<file path="config.mk">
export PLATFORM = sky130hd
export DESIGN_NAME = ram_bist_flat
export DESIGN_NICKNAME = d
export VERILOG_FILES = /design/src/rtl/ram_bist_pkg.sv /design/src/rtl/ram_bist_if.sv /design/src/rtl/ram_bist_checker.sv /design/src/rtl/ram_bist.sv /design/src/flat_wrapper.sv
export SDC_FILE = /design/constraint.sdc
export NUM_CORES = 1
export LEC_CHECK = 0
export BUFFER_PORTS_ARGS = -buffer_cell sky130_fd_sc_hd__buf_4
export CORE_MARGIN = 5
export CORE_UTILIZATION = 35
export CTS_CLUSTER_SIZE = 8
export DETAILED_ROUTE_END_ITERATION = 8
export GPL_TIMING_DRIVEN = 1
export PLACE_DENSITY = 0.7
export RECOVER_POWER = 100
export SLEW_MARGIN = 20
export SYNTH_ARGS = -nofsm -noshare
export SYNTH_HDL_FRONTEND = slang
export SYNTH_SLANG_ARGS = --single-unit
</file>
<file path="constraint.sdc">
create_clock -name clk -period 1.5 [get_ports clk]
set_input_delay 0.45 -clock clk [delete_from_list [all_inputs] [get_ports clk]]
set_output_delay 0.45 -clock clk [all_outputs]
set_load 0.1 [all_outputs]
</file>
<file path="src/rtl/ram_bist_pkg.sv">
// ram_bist_pkg
// Shared definitions for the RAM BIST controller.
//   state_t     : march controller states.
//   DEF_PATTERN : default base test pattern (8 bits).
//   depth_of()  : number of RAM words for a given address width.
package ram_bist_pkg;

    typedef enum logic [2:0] {
        IDLE  = 3'd0,
        WR0   = 3'd1,
        RD0   = 3'd2,
        WR1   = 3'd3,
        RD1   = 3'd4,
        DRAIN = 3'd5,
        FIN   = 3'd6
    } state_t;

    localparam logic [7:0] DEF_PATTERN = 8'hA5;

    function automatic int unsigned depth_of(input int unsigned aw);
        return 32'd1 << aw;
    endfunction

endpackage

</file>
<file path="src/rtl/ram_bist_if.sv">
// ram_bist_if
// Single-port synchronous RAM bus between the BIST controller and the RAM.
//   ram_we    : write enable (write occurs at the clock edge where it is high)
//   ram_addr  : word address
//   ram_wdata : write data
//   ram_rdata : registered read data, one cycle after a read edge
// Modports: master = BIST controller, slave = RAM.
interface ram_bist_if #(
    parameter int ADDR_W = 4,
    parameter int DATA_W = 8
);
    logic              ram_we;
    logic [ADDR_W-1:0] ram_addr;
    logic [DATA_W-1:0] ram_wdata;
    logic [DATA_W-1:0] ram_rdata;

    modport master (
        output ram_we,
        output ram_addr,
        output ram_wdata,
        input  ram_rdata
    );

    modport slave (
        input  ram_we,
        input  ram_addr,
        input  ram_wdata,
        output ram_rdata
    );
endinterface

</file>
<file path="src/rtl/ram_bist_checker.sv">
// ram_bist_checker
// Compare pipeline for the RAM BIST. A read issued in one cycle is compared
// against its expected value in the next cycle, when the RAM's registered
// read data is valid. The first mismatch is captured and signalled.
//   clk, rst_n  : clock, asynchronous active-low reset
//   clr         : clear captured failure (new test accepted)
//   issue       : a read is being issued this cycle
//   issue_addr  : address of the issued read
//   issue_exp   : value expected back from that read
//   rdata       : RAM registered read data
//   fail        : mismatch detected this cycle (combinational)
//   fail_addr   : address of the captured mismatch
//   fail_data   : data read at fail_addr
module ram_bist_checker #(
    parameter int ADDR_W = 4,
    parameter int DATA_W = 8
) (
    input  logic              clk,
    input  logic              rst_n,
    input  logic              clr,
    input  logic              issue,
    input  logic [ADDR_W-1:0] issue_addr,
    input  logic [DATA_W-1:0] issue_exp,
    input  logic [DATA_W-1:0] rdata,
    output logic              fail,
    output logic [ADDR_W-1:0] fail_addr,
    output logic [DATA_W-1:0] fail_data
);

    logic              vld_p1;
    logic [ADDR_W-1:0] addr_p1;
    logic [DATA_W-1:0] exp_p1;

    assign fail = vld_p1 && (rdata != exp_p1);

    // p0 -> p1: issued read travels alongside its expected value
    always_ff @(posedge clk or negedge rst_n) begin
        if (!rst_n) begin
            vld_p1    <= 1'b0;
            addr_p1   <= '0;
            exp_p1    <= '0;
            fail_addr <= '0;
            fail_data <= '0;
        end else begin
            // A read in flight when a mismatch aborts the test is discarded.
            vld_p1  <= issue && !fail;
            addr_p1 <= issue_addr;
            exp_p1  <= issue_exp;
            if (clr) begin
                fail_addr <= '0;
                fail_data <= '0;
            end else if (fail) begin
                fail_addr <= addr_p1;
                fail_data <= rdata;
            end
        end
    end

endmodule

</file>
<file path="src/rtl/ram_bist.sv">
// ram_bist
// Built-in self-test controller for a single-port synchronous RAM. On a start
// pulse it runs a march: write P(a) to all words, read/compare them, write
// ~P(a) to all words, read/compare them, then one drain cycle for the last
// compare. P(a) = PATTERN ^ a. The first mismatch aborts the test.
//   clk, rst_n : clock, asynchronous active-low reset
//   start      : one-cycle request, ignored while busy
//   busy       : test phases running
//   done       : test finished, held until next accepted start
//   pass       : valid with done, 1 = no mismatch
//   fail_addr  : first failing address
//   fail_data  : data read at fail_addr
//   ram        : RAM bus (master side)
module ram_bist
    import ram_bist_pkg::*;
#(
    parameter int                ADDR_W  = 4,
    parameter int                DATA_W  = 8,
    parameter logic [DATA_W-1:0] PATTERN = DATA_W'(DEF_PATTERN)
) (
    input  logic              clk,
    input  logic              rst_n,
    input  logic              start,
    output logic              busy,
    output logic              done,
    output logic              pass,
    output logic [ADDR_W-1:0] fail_addr,
    output logic [DATA_W-1:0] fail_data,
    ram_bist_if.master        ram
);

    localparam int unsigned       DEPTH = depth_of(ADDR_W);
    localparam logic [ADDR_W-1:0] LAST  = ADDR_W'(DEPTH - 1);

    state_t            state;
    logic [ADDR_W-1:0] addr_q;
    logic              pass_q;
    logic              accept;
    logic              rd_issue;
    logic [DATA_W-1:0] rd_exp;
    logic              fail_pulse;

    function automatic logic [DATA_W-1:0] pat(input logic [ADDR_W-1:0] a);
        return PATTERN ^ DATA_W'(a);
    endfunction

    assign accept   = start && (state == IDLE || state == FIN);
    assign rd_issue = (state == RD0) || (state == RD1);
    assign rd_exp   = (state == RD1) ? ~pat(addr_q) : pat(addr_q);

    assign busy = (state != IDLE) && (state != FIN);
    assign done = (state == FIN);
    assign pass = pass_q;

    // RAM drive depends only on registered state and counter.
    always_comb begin
        ram.ram_we    = 1'b0;
        ram.ram_addr  = '0;
        ram.ram_wdata = '0;
        case (state)
            WR0: begin
                ram.ram_we    = 1'b1;
                ram.ram_addr  = addr_q;
                ram.ram_wdata = pat(addr_q);
            end
            WR1: begin
                ram.ram_we    = 1'b1;
                ram.ram_addr  = addr_q;
                ram.ram_wdata = ~pat(addr_q);
            end
            RD0, RD1: ram.ram_addr = addr_q;
            default: ;
        endcase
    end

    always_ff @(posedge clk or negedge rst_n) begin
        if (!rst_n) begin
            state  <= IDLE;
            addr_q <= '0;
            pass_q <= 1'b0;
        end else begin
            case (state)
                IDLE, FIN: begin
                    if (start) begin
                        state  <= WR0;
                        addr_q <= '0;
                        pass_q <= 1'b0;
                    end
                end
                WR0, RD0, WR1, RD1: begin
                    if (fail_pulse) begin
                        state  <= FIN;
                        addr_q <= '0;
                        pass_q <= 1'b0;
                    end else begin
                        // Counter wraps to 0 on its own at the phase change.
                        addr_q <= addr_q + 1'b1;
                        if (addr_q == LAST) begin
                            case (state)
                                WR0:     state <= RD0;
                                RD0:     state <= WR1;
                                WR1:     state <= RD1;
                                default: state <= DRAIN;
                            endcase
                        end
                    end
                end
                DRAIN: begin
                    state  <= FIN;
                    pass_q <= !fail_pulse;
                end
                default: state <= IDLE;
            endcase
        end
    end

    ram_bist_checker #(
        .ADDR_W(ADDR_W),
        .DATA_W(DATA_W)
    ) u_checker (
        .clk        (clk),
        .rst_n      (rst_n),
        .clr        (accept),
        .issue      (rd_issue),
        .issue_addr (addr_q),
        .issue_exp  (rd_exp),
        .rdata      (ram.ram_rdata),
        .fail       (fail_pulse),
        .fail_addr  (fail_addr),
        .fail_data  (fail_data)
    );

endmodule

</file>
<file path="src/flat_wrapper.sv">
// flat-port wrapper written by rule: the top's interface ports become plain ports
module ram_bist_flat import ram_bist_pkg::*;
#(
    parameter int                ADDR_W  = 4,
    parameter int                DATA_W  = 8,
    parameter logic [DATA_W-1:0] PATTERN = DATA_W'(DEF_PATTERN)
)
  (clk, rst_n, start, busy, done, pass, fail_addr, fail_data, ram_ram_we, ram_ram_addr, ram_ram_wdata, ram_ram_rdata);
  ram_bist_if #(.ADDR_W(ADDR_W), .DATA_W(DATA_W)) ram_i ();
  input  logic clk;
  input  logic rst_n;
  input  logic start;
  output logic busy;
  output logic done;
  output logic pass;
  output logic [ADDR_W-1:0] fail_addr;
  output logic [DATA_W-1:0] fail_data;
  output wire logic [$bits(ram_i.ram_we)-1:0] ram_ram_we;
  output wire logic [$bits(ram_i.ram_addr)-1:0] ram_ram_addr;
  output wire logic [$bits(ram_i.ram_wdata)-1:0] ram_ram_wdata;
  input wire logic [$bits(ram_i.ram_rdata)-1:0] ram_ram_rdata;
  assign ram_ram_we = ram_i.ram_we;
  assign ram_ram_addr = ram_i.ram_addr;
  assign ram_ram_wdata = ram_i.ram_wdata;
  assign ram_i.ram_rdata = ram_ram_rdata;
  ram_bist #(.ADDR_W(ADDR_W), .DATA_W(DATA_W), .PATTERN(PATTERN)) u_core (.clk(clk), .rst_n(rst_n), .start(start), .busy(busy), .done(done), .pass(pass), .fail_addr(fail_addr), .fail_data(fail_data), .ram(ram_i));
endmodule
</file>
==> results of run 1 <==
-- worst reg2reg max path, stage by stage (launching register included) --
cell and delay [ps]:
dfrtp_2 500, inv_4 90, xnor2_2 300, a31oi_2 110, a21o_1 220, a221o_1 340
-- cell usage in the layout, fill, tap and decap left out, types with 2 or more instances in the layout --
cell type / instances
a21o_1: 3
a21oi_1: 11
a21oi_2: 2
a31oi_1: 2
and2_4: 4
and3_1: 2
buf_12: 16
buf_4: 48
buf_6: 8
clkbuf_1: 4
clkbuf_8: 7
dfrtp_1: 28
dfrtp_2: 3
inv_1: 4
inv_4: 2
nand2_1: 29
nand2b_4: 2
nand3_1: 4
nand4_1: 2
nor2_1: 2
nor2_4: 10
nor3_1: 2
nor3_2: 2
o2111ai_2: 2
o21ai_1: 2
o21ai_4: 2
o22ai_1: 2
xnor2_1: 8
xnor2_2: 3
xor2_1: 2
-- sequential cells by signal (all words and copies together), names as in the netlist --
name	count
u_core.u_checker.fail_data	8
u_core.u_checker.exp_p1	6
u_core.addr_q	4
u_core.u_checker.addr_p1	4
u_core.u_checker.fail_addr	4
u_core.state	3
u_core.pass	1
u_core.u_checker.vld_p1	1
-- kinds of logic after synthesis --
logic type | synth area share
xor+xnor | 0.0842
compound gates | 0.150
fa+ha+maj | 0.00810
buf+inv | 0.0599
flops | 0.502
simple gates | 0.196
-- repair_timing --
item | 4_1_cts | 5_1_grt
hold buffers | 0 | 0
gates resized for setup | 65 | 23
pin swaps | 7 | 10
buffers inserted | 5 | 4
setup endpoints to repair | 35 | 38
gates cloned | 0 | 1
-- routing by layer --
layer	global-route usage	routed length [µm]	vias to the layer above
met1	0.177	1700	695
met2	0.235	2130	35
met3	0.0579	306	6
met5	0	0	-
li1	-	-	708
met4	0.0297	36	0
-- stage by stage --
step	hold slack, ps	util	cell area (µm²)	setup WS, ps
floorplan	154	-	1690	-472
global placement	401	0.498	2150	-243
detailed placement	407	0.498	2150	-301
CTS	107	0.594	2570	-418
global route	314	0.623	2690	-453
finish	243	0.623	2690	-387
-- worst paths after layout --
check,from,to,slack [ps]
worst min-delay path,rst_n,u_core.u_checker.fail_data[5],240
worst max-delay path,u_core.state[1],ram_ram_addr[0],-390
max in group asynchronous,rst_n,u_core.state[1],730
min in group clk,ram_ram_rdata[0],u_core.u_checker.fail_data[0],430
worst max register to register,u_core.state[2],u_core.state[1],-170
worst min register to register,u_core.u_checker.addr_p1[0],u_core.u_checker.fail_addr[0],490
-- area by class of cell --
type | instances | area share
multi-input combinational | 116 | 0.341
timing repair buffer | 77 | 0.298
clock buffer | 8 | 0.0372
inverter | 6 | 0.0102
sequential | 31 | 0.289
tap | 52 | 0.0242
==> impl_metrics.json, run 1 <==
{
  "finalCritPeriodShare": 1.26,
  "violations": "setup timing",
  "fmax_mhz": 530,
  "clockBufferDepth": 2,
  "critPathTopFamily": "flip-flops",
  "seqCellArea_um2": 779,
  "rows": 24,
  "seq_area_frac_synth": 0.502,
  "multi_input_area_um2": 920,
  "clockRootBuffer": "clkbuf_8",
  "ys_async_sr_fraction": 1.00,
  "synth_common_cells": "dfrtp_1 (31), nand2_1 (31), a21oi_1 (14), nor2_1 (11), xnor2_1 (11)",
  "end_kind": "primary output",
  "drt_pass1_iterations": 4,
  "min_period_ps": 1890,
  "slew_headroom": 0.491,
  "dp.cells": 272,
  "layout-drive-gt1-share": 0.513,
  "wl_per_cell_um": 14.4,
  "crit_arrival_ps": 1440,
  "ios": 39,
  "worst_path_max_delay_cell": "dfrtp_2",
  "worst_hold_path_type": "in -> async",
  "worstPathRequired_ps": 1050,
  "die_h_um": 76.4,
  "ys_top_cells_by_area": "dfrtp_1 (50%), nand2_1 (7.5%), xnor2_1 (6.2%), a21oi_1 (4.5%), nor2_1 (2.7%)",
  "die-area_um2": 5840,
  "antenna_found_initial": 0,
  "synth_area_um2": 1550,
  "synth_top_area_frac": 0.502,
  "avgViaCountPerCell": 4.98,
  "htreeDepth": 2,
  "yosysWarnings": 0,
  "critical_path_depth": 4,
  "place_congestion": 0.790,
  "cts.sinks": 31,
  "dr_total_vias": 1444,
  "hold_violations": 0,
  "grt_pass1_wl_um": 6930,
  "fp.dieW_um": 76.4,
  "cts_buffers": 5,
  "syn-num-nets": 177,
  "cp_cell_sequence": "nor2_4 -> xnor2_4 -> and2_4 -> buf_12",
  "timing.setup.tns_ps": -7320,
  "io_buffers": 38,
  "drv_slew": 0,
  "setup_slack_ps": -387,
  "setup_viol": 33,
  "r2r.worst_path.cells": 5,
  "core_um2": 4320,
  "routed_wl_um": 4170,
  "netlist_instances": 165,
  "start_util": 0.357,
  "tightest_slew_ps": 764,
  "cp-start-kind": "register",
  "yosys.area.top_type": "dfrtp_1",
  "synth_cell_type_count": 36,
  "grt_pass1_vias": 1479,
  "hpwlAfterDp_um": 2850,
  "area_delta_synth_final_pct": 74.3,
  "worst-path-buf-inv": 1,
  "synth-main-ff-cell": "dfrtp_1",
  "cts_tree": "yes",
  "overflow": 0,
  "max_stage_delay_ps": 450,
  "fillCellCount": 352,
  "synth_edf_count": 0,
  "insertion_delay_ps": 270,
  "drt_iter0_drc": 74,
  "synth.ff_latch_count": 31,
  "final_antenna_net_count": 0,
  "grt_max_degree": 32,
  "avgSynthCellArea_um2": 9.37,
  "nets": 249,
  "drc": 0,
  "rsz0062_at_grt": "yes",
  "path_clk_slew_ps": 60,
  "fin_cells": 290,
  "cp_max_fo": 5,
  "fin_skew_ps": 4.79,
  "diodes": 0,
  "maxCapViolCount": 0,
  "crit_type": "reg -> out",
  "status": "finished, violations left",
  "gr-usage-all-layers": 0.143
}
Power of run 1 is left out: the tool's default activity adds up to more than one toggle a clock period on the data nets, which glitch-free logic cannot reach.
==> inputs of run 2 (changes only) <==
--- a/config.mk
+++ b/config.mk
@@ -5,13 +5,14 @@
 export SDC_FILE = /design/constraint.sdc
 export NUM_CORES = 1
 export LEC_CHECK = 0
+export ABC_AREA = 1
 export BUFFER_PORTS_ARGS = -buffer_cell sky130_fd_sc_hd__buf_4
-export CORE_MARGIN = 5
+export CORE_MARGIN = 1.5
 export CORE_UTILIZATION = 35
 export CTS_CLUSTER_SIZE = 8
 export DETAILED_ROUTE_END_ITERATION = 8
 export GPL_TIMING_DRIVEN = 1
-export PLACE_DENSITY = 0.7
+export PLACE_DENSITY = 0.69
 export RECOVER_POWER = 100
 export SLEW_MARGIN = 20
 export SYNTH_ARGS = -nofsm -noshare
==> impl_metrics.json, run 2 <==
{
  "grt_pass1_wl_um": 7470,
  "dp.cells": 314,
  "synth_fa_ha_area_frac": 0.00776,
  "yosys.area.top_type": "dfrtp_1",
  "synth_area_um2": 1610,
  "rows": 24,
  "top_register": "u_core.u_checker.fail_data",
  "grt_pass1_vias": 1598,
  "synth-xor-area-share": 0.0326,
  "rsz0062_at_grt": "yes",
  "end_kind": "primary output",
  "hold_ws_ps": 231,
  "clockRootBuffer": "clkbuf_8",
  "cts.sinks": 31,
  "maxCapViolCount": 0,
  "synth_compound_area_frac": 0.0915,
  "crit_type": "reg -> out",
  "synth-main-ff-cell": "dfrtp_1",
  "yosysWarnings": 0,
  "syn-num-nets": 208,
  "gr-usage-all-layers": 0.189,
  "grt_max_degree": 32,
  "cts-hold-fix-buffers": 0,
  "netlist_instances": 196,
  "fmax_mhz": 484,
  "slew_headroom": 0.489,
  "nets": 298,
  "io_buffers": 38,
  "fp.dieW_um": 70.9,
  "drv_slew": 0,
  "hpwlAfterDp_um": 2820,
  "die-area_um2": 5020,
  "fin_skew_ps": 5.51,
  "synth_top_family_by_area": "simple AND/OR/NAND/NOR gates",
  "setup_viol": 31,
  "synth_top_area_frac": 0.481,
  "synth_cell_type_count": 27,
  "tightest_slew_ps": 767,
  "ys_top_cells_by_area": "dfrtp_1 (48%), nand2_1 (13%), nand3_1 (7.4%), inv_1 (5.4%), o21ai_2 (3.3%)",
  "synth_mux_area_frac": 0,
  "seq_area_frac_synth": 0.481,
  "routed_wl_um": 4640,
  "final_cell_mix": "buf_4 (53), nand2_1 (51), dfrtp_1 (28)",
  "ys_async_sr_fraction": 1.00,
  "layout_commonest_cell": "buf_4",
  "largest_reg_flops": 8,
  "htreeDepth": 2,
  "cts_buffers": 5,
  "worst_hold_path_type": "in -> async",
  "synth_edf_count": 0,
  "violations": "setup timing",
  "insertion_delay_ps": 280,
  "setup_slack_ps": -564,
  "worstPathRequired_ps": 1050,
  "synth_common_cells": "nand2_1 (57), dfrtp_1 (31), nand3_1 (24), inv_1 (23)",
  "path_clk_slew_ps": 70,
  "layout-drive-gt1-share": 0.554,
  "place_congestion": 0.907,
  "fillCellCount": 342,
  "die_h_um": 70.9,
  "drc": 0,
  "synth.ff_latch_count": 31,
  "min_period_ps": 2060,
  "start_util": 0.368,
  "cp-start-kind": "register",
  "top_regs": "u_core.u_checker.fail_data: 8 flops, u_core.u_checker.exp_p1: 6 flops",
  "clockBufferDepth": 2,
  "drt_iter0_drc": 53,
  "avgViaCountPerCell": 4.79,
  "cp_max_fo": 4,
  "drt_pass1_iterations": 4,
  "crit_arrival_ps": 1610,
  "fin_cells": 339,
  "hold_violations": 0,
  "cts_tree": "yes",
  "synthSimpleGateAreaFrac": 0.284,
  "ios": 39,
  "wl_per_cell_um": 13.7,
  "post-place-ws_ps": -300,
  "avgSynthCellArea_um2": 8.23,
  "core_um2": 4380,
  "diodes": 0,
  "dr_total_vias": 1625,
  "status": "finished, violations left",
  "area_delta_synth_final_pct": 85.8,
  "final_antenna_net_count": 0,
  "synthMostInstantiatedCell": "nand2_1",
  "antenna_found_initial": 0,
  "finalCritPeriodShare": 1.38,
  "overflow": 0
}
==> run 2: cell count changes after synthesis, moves of 6 or more <==
cell	before	now
nand3_1	4	24
a21oi_1	14	0
nand2_1	31	57
xnor2_1	11	1
inv_1	6	23
o21ai_2	0	6
o21ai_0	4	10
==> run 2: worst paths after layout <==
check,start,end,slack [ps],depth (start not counted)
max,u_core.state[0],ram_ram_wdata[1],-560,7
max reg2reg,u_core.state[0],u_core.state[2],-210,11
max in group asynchronous,rst_n,u_core.state[1],730,1
min,rst_n,u_core.u_checker.fail_data[2],230,1
min reg2reg,u_core.u_checker.addr_p1[2],u_core.u_checker.fail_addr[2],480,2
min in group clk,ram_ram_rdata[2],u_core.u_checker.fail_data[2],410,3
==> run 2: metrics by stage <==
stage | setup TNS, ps | area, µm² | utilization
after floorplan | -19700 | 1800 | -
after global placement | -3700 | 2350 | 0.535
after detailed placement | -4190 | 2350 | 0.535
after CTS | -7130 | 2810 | 0.642
after global routing | -10290 | 3000 | 0.684
final | -8140 | 3000 | 0.684
==> run 2: cell type report <==
| cell class | instances | area [µm²] | area share |
|---|---|---|---|
| Inverter | 27 | 121 | 0.0405 |
| Multi-Input combinational cell | 130 | 931 | 0.311 |
| Clock buffer | 6 | 82.6 | 0.0276 |
| Tap cell | 52 | 65.1 | 0.0217 |
| Timing Repair Buffer | 91 | 982 | 0.328 |
| Sequential cell | 31 | 779 | 0.260 |
| Clock inverter | 2 | 35.0 | 0.0117 |
==> run 2: metal layers <==
layer  part of all wire  track usage  wire (µm)  up-vias
li1                   -            -          -      793
met1               0.41        0.212       1890      767
met2               0.51        0.345       2390       53
met3              0.053       0.0442        245       12
met4              0.025       0.0734        116        0
met5                  0            0          0        -
==> run 2: kinds of logic (layout without fill, tap and decap cells) <==
logic type / after synthesis / count (layout)
compound gates: 21 / 21
xor+xnor: 6 / 6
fa+ha+maj: 1 / 1
buf+inv: 35 / 126
flops: 31 / 31
simple gates: 102 / 102
==> run 2: worst max-delay path, stage by stage, from the launching register on <==
cell and delay (ps):
dfrtp_2 440, inv_2 70, nor2_4 120, inv_4 70, nor2_4 80, inv_1 160
o21ai_4 200, buf_12 190
==> run 2: what timing repair did <==
action	in CTS	in global routing
endpoints found under the setup margin	26	35
pin swaps	13	24
gates cloned	0	3
gates resized for setup	65	26
buffers inserted	10	12
Power of run 2 is left out for the same reason.
==> inputs of run 3 (changes only) <==
--- a/config.mk
+++ b/config.mk
@@ -12,7 +12,7 @@
 export CTS_CLUSTER_SIZE = 8
 export DETAILED_ROUTE_END_ITERATION = 8
 export GPL_TIMING_DRIVEN = 1
-export PLACE_DENSITY = 0.69
+export PLACE_DENSITY = 0.61
 export RECOVER_POWER = 100
 export SLEW_MARGIN = 20
 export SYNTH_ARGS = -nofsm -noshare
==> impl_metrics.json, run 3 (synthesis gave the netlist of run 2 again) <==
{
  "status": "finished, violations left",
  "violations": "setup timing",
  "wl_per_cell_um": 13.2,
  "cts_tree": "yes",
  "cts_buffers": 5,
  "hold_violations": 0,
  "cts.sinks": 31,
  "setup_slack_ps": -532,
  "cp-start-kind": "register",
  "slew_headroom": 0.466,
  "die-area_um2": 5020,
  "fin_area_um2": 2830,
  "reg2reg_from": "u_core.state[0]",
  "crit_type": "reg -> out",
  "diodes": 0,
  "start_util": 0.368,
  "area_delta_synth_final_pct": 75.6,
  "path_clk_slew_ps": 70,
  "drv_slew": 0,
  "ios": 39,
  "nets": 288,
  "end_kind": "primary output",
  "largest_reg_flops": 8,
  "final_cell_mix": "nand2_1 (52), buf_4 (41), dfrtp_1 (29)",
  "cp_max_fo": 5,
  "final_antenna_net_count": 0,
  "clockRootBuffer": "clkbuf_8",
  "worst_hold_path_type": "in -> async",
  "core_um2": 4380,
  "fmax_mhz": 492,
  "rows": 24,
  "grt_max_degree": 32,
  "hold_ws_ps": 235,
  "grt_pass1_wl_um": 7040,
  "use_met3": 0.0584,
  "routed_wl_um": 4330,
  "setup_viol": 36,
  "top_usage_layer": "met2",
  "r2r.worst_path.cells": 10,
  "fin_skew_ps": 10.9,
  "layout-drive-gt1-share": 0.516,
  "gr-usage-all-layers": 0.184,
  "drc": 0,
  "fin_cells": 329,
  "die_h_um": 70.9,
  "maxCapViolCount": 0,
  "met1_usage": 0.222,
  "insertion_delay_ps": 290,
  "crit_arrival_ps": 1580,
  "drt_iter0_drc": 45,
  "overflow": 0,
  "clockBufferDepth": 2,
  "fillCellCount": 359,
  "fp.dieW_um": 70.9,
  "htreeDepth": 2,
  "top_regs": "u_core.u_checker.fail_data: 8 flops, u_core.u_checker.exp_p1: 6 flops",
  "layout_commonest_cell": "nand2_1",
  "place_congestion": 0.864,
  "dp.cells": 312,
  "dr_total_vias": 1550,
  "antenna_found_initial": 0,
  "rsz0062_at_grt": "yes",
  "top_register": "u_core.u_checker.fail_data",
  "hpwlAfterDp_um": 2770,
  "drt_pass1_iterations": 4,
  "worstPathRequired_ps": 1050,
  "grt_pass1_vias": 1492,
  "finalCritPeriodShare": 1.35,
  "io_buffers": 38,
  "tightest_slew_ps": 802,
  "avgViaCountPerCell": 4.71,
  "grtUsageMet2": 0.306,
  "dpl-instance-area_um2": 2340,
  "r2r_end": "u_core.u_checker.fail_data[3]",
  "min_period_ps": 2030,
  "r2r_slack_ps": -170
}
==> run 3: cell count changes in the layout (fill, tap and decap cells not counted), sizes merged <==
| cell | before | now |
|---|---|---|
| clkbuf | 13 | 20 |
| bufinv | 1 | 0 |
| clkinv | 1 | 0 |
| buf | 84 | 68 |
| clkinvlp | 4 | 5 |
==> run 3: worst max path at each step <==
stage,start,slack [ps],endpoint,cells past startpoint
global route,u_core.state[0],-620,ram_ram_wdata[0],7
floorplan,u_core.state[0],-1570,ram_ram_wdata[0],6
CTS,u_core.state[0],-540,ram_ram_wdata[2],7
global placement,u_core.state[2],-270,ram_ram_wdata[3],6
detailed placement,u_core.state[2],-310,ram_ram_wdata[2],6
finish,u_core.state[0],-530,ram_ram_wdata[1],7
==> run 3: repair_timing <==
action / in CTS / in global routing
setup buffers: 2 / 4
hold buffers: 0 / 0
gates resized for setup: 54 / 16
pin swaps: 2 / 3
setup endpoints to repair: 35 / 35
gates cloned: 2 / 1
==> run 3: per-layer routing <==
| layer | up-vias | share of wire |
|---|---|---|
| li1 | 774 | - |
| met2 | 42 | 0.51 |
| met4 | 0 | 0.017 |
| met5 | - | 0 |
| met1 | 728 | 0.41 |
| met3 | 6 | 0.057 |
==> run 3: cell type report <==
| type | instances | area, µm² | share of cell area |
|---|---|---|---|
| multi-input cells | 130 | 910 | 0.321 |
| repair buffers | 81 | 852 | 0.301 |
| clock buffers | 7 | 96.3 | 0.0340 |
| flip-flops and latches | 31 | 778 | 0.275 |
| clock inverters | 1 | 7.51 | 0.00265 |
| inverters | 27 | 124 | 0.0437 |
| well taps | 52 | 65.1 | 0.0230 |
==> run 3: through the flow <==
step	setup WS (ps)	setup TNS, ps	utilization
after global routing	-617	-11450	0.646
after CTS	-537	-8670	0.624
after detailed placement	-311	-5430	0.535
final	-532	-9040	0.646
after floorplan	-1570	-19700	-
after global placement	-273	-4880	0.535
==> run 3: critical path, stage by stage (launching register included) <==
cell and delay, ps:
dfrtp_2 420, inv_2 60, nor2_4 110, inv_4 60
nor2_4 80, inv_1 150, o21ai_4 200, buf_12 190
Power of run 3 is left out for the same reason.
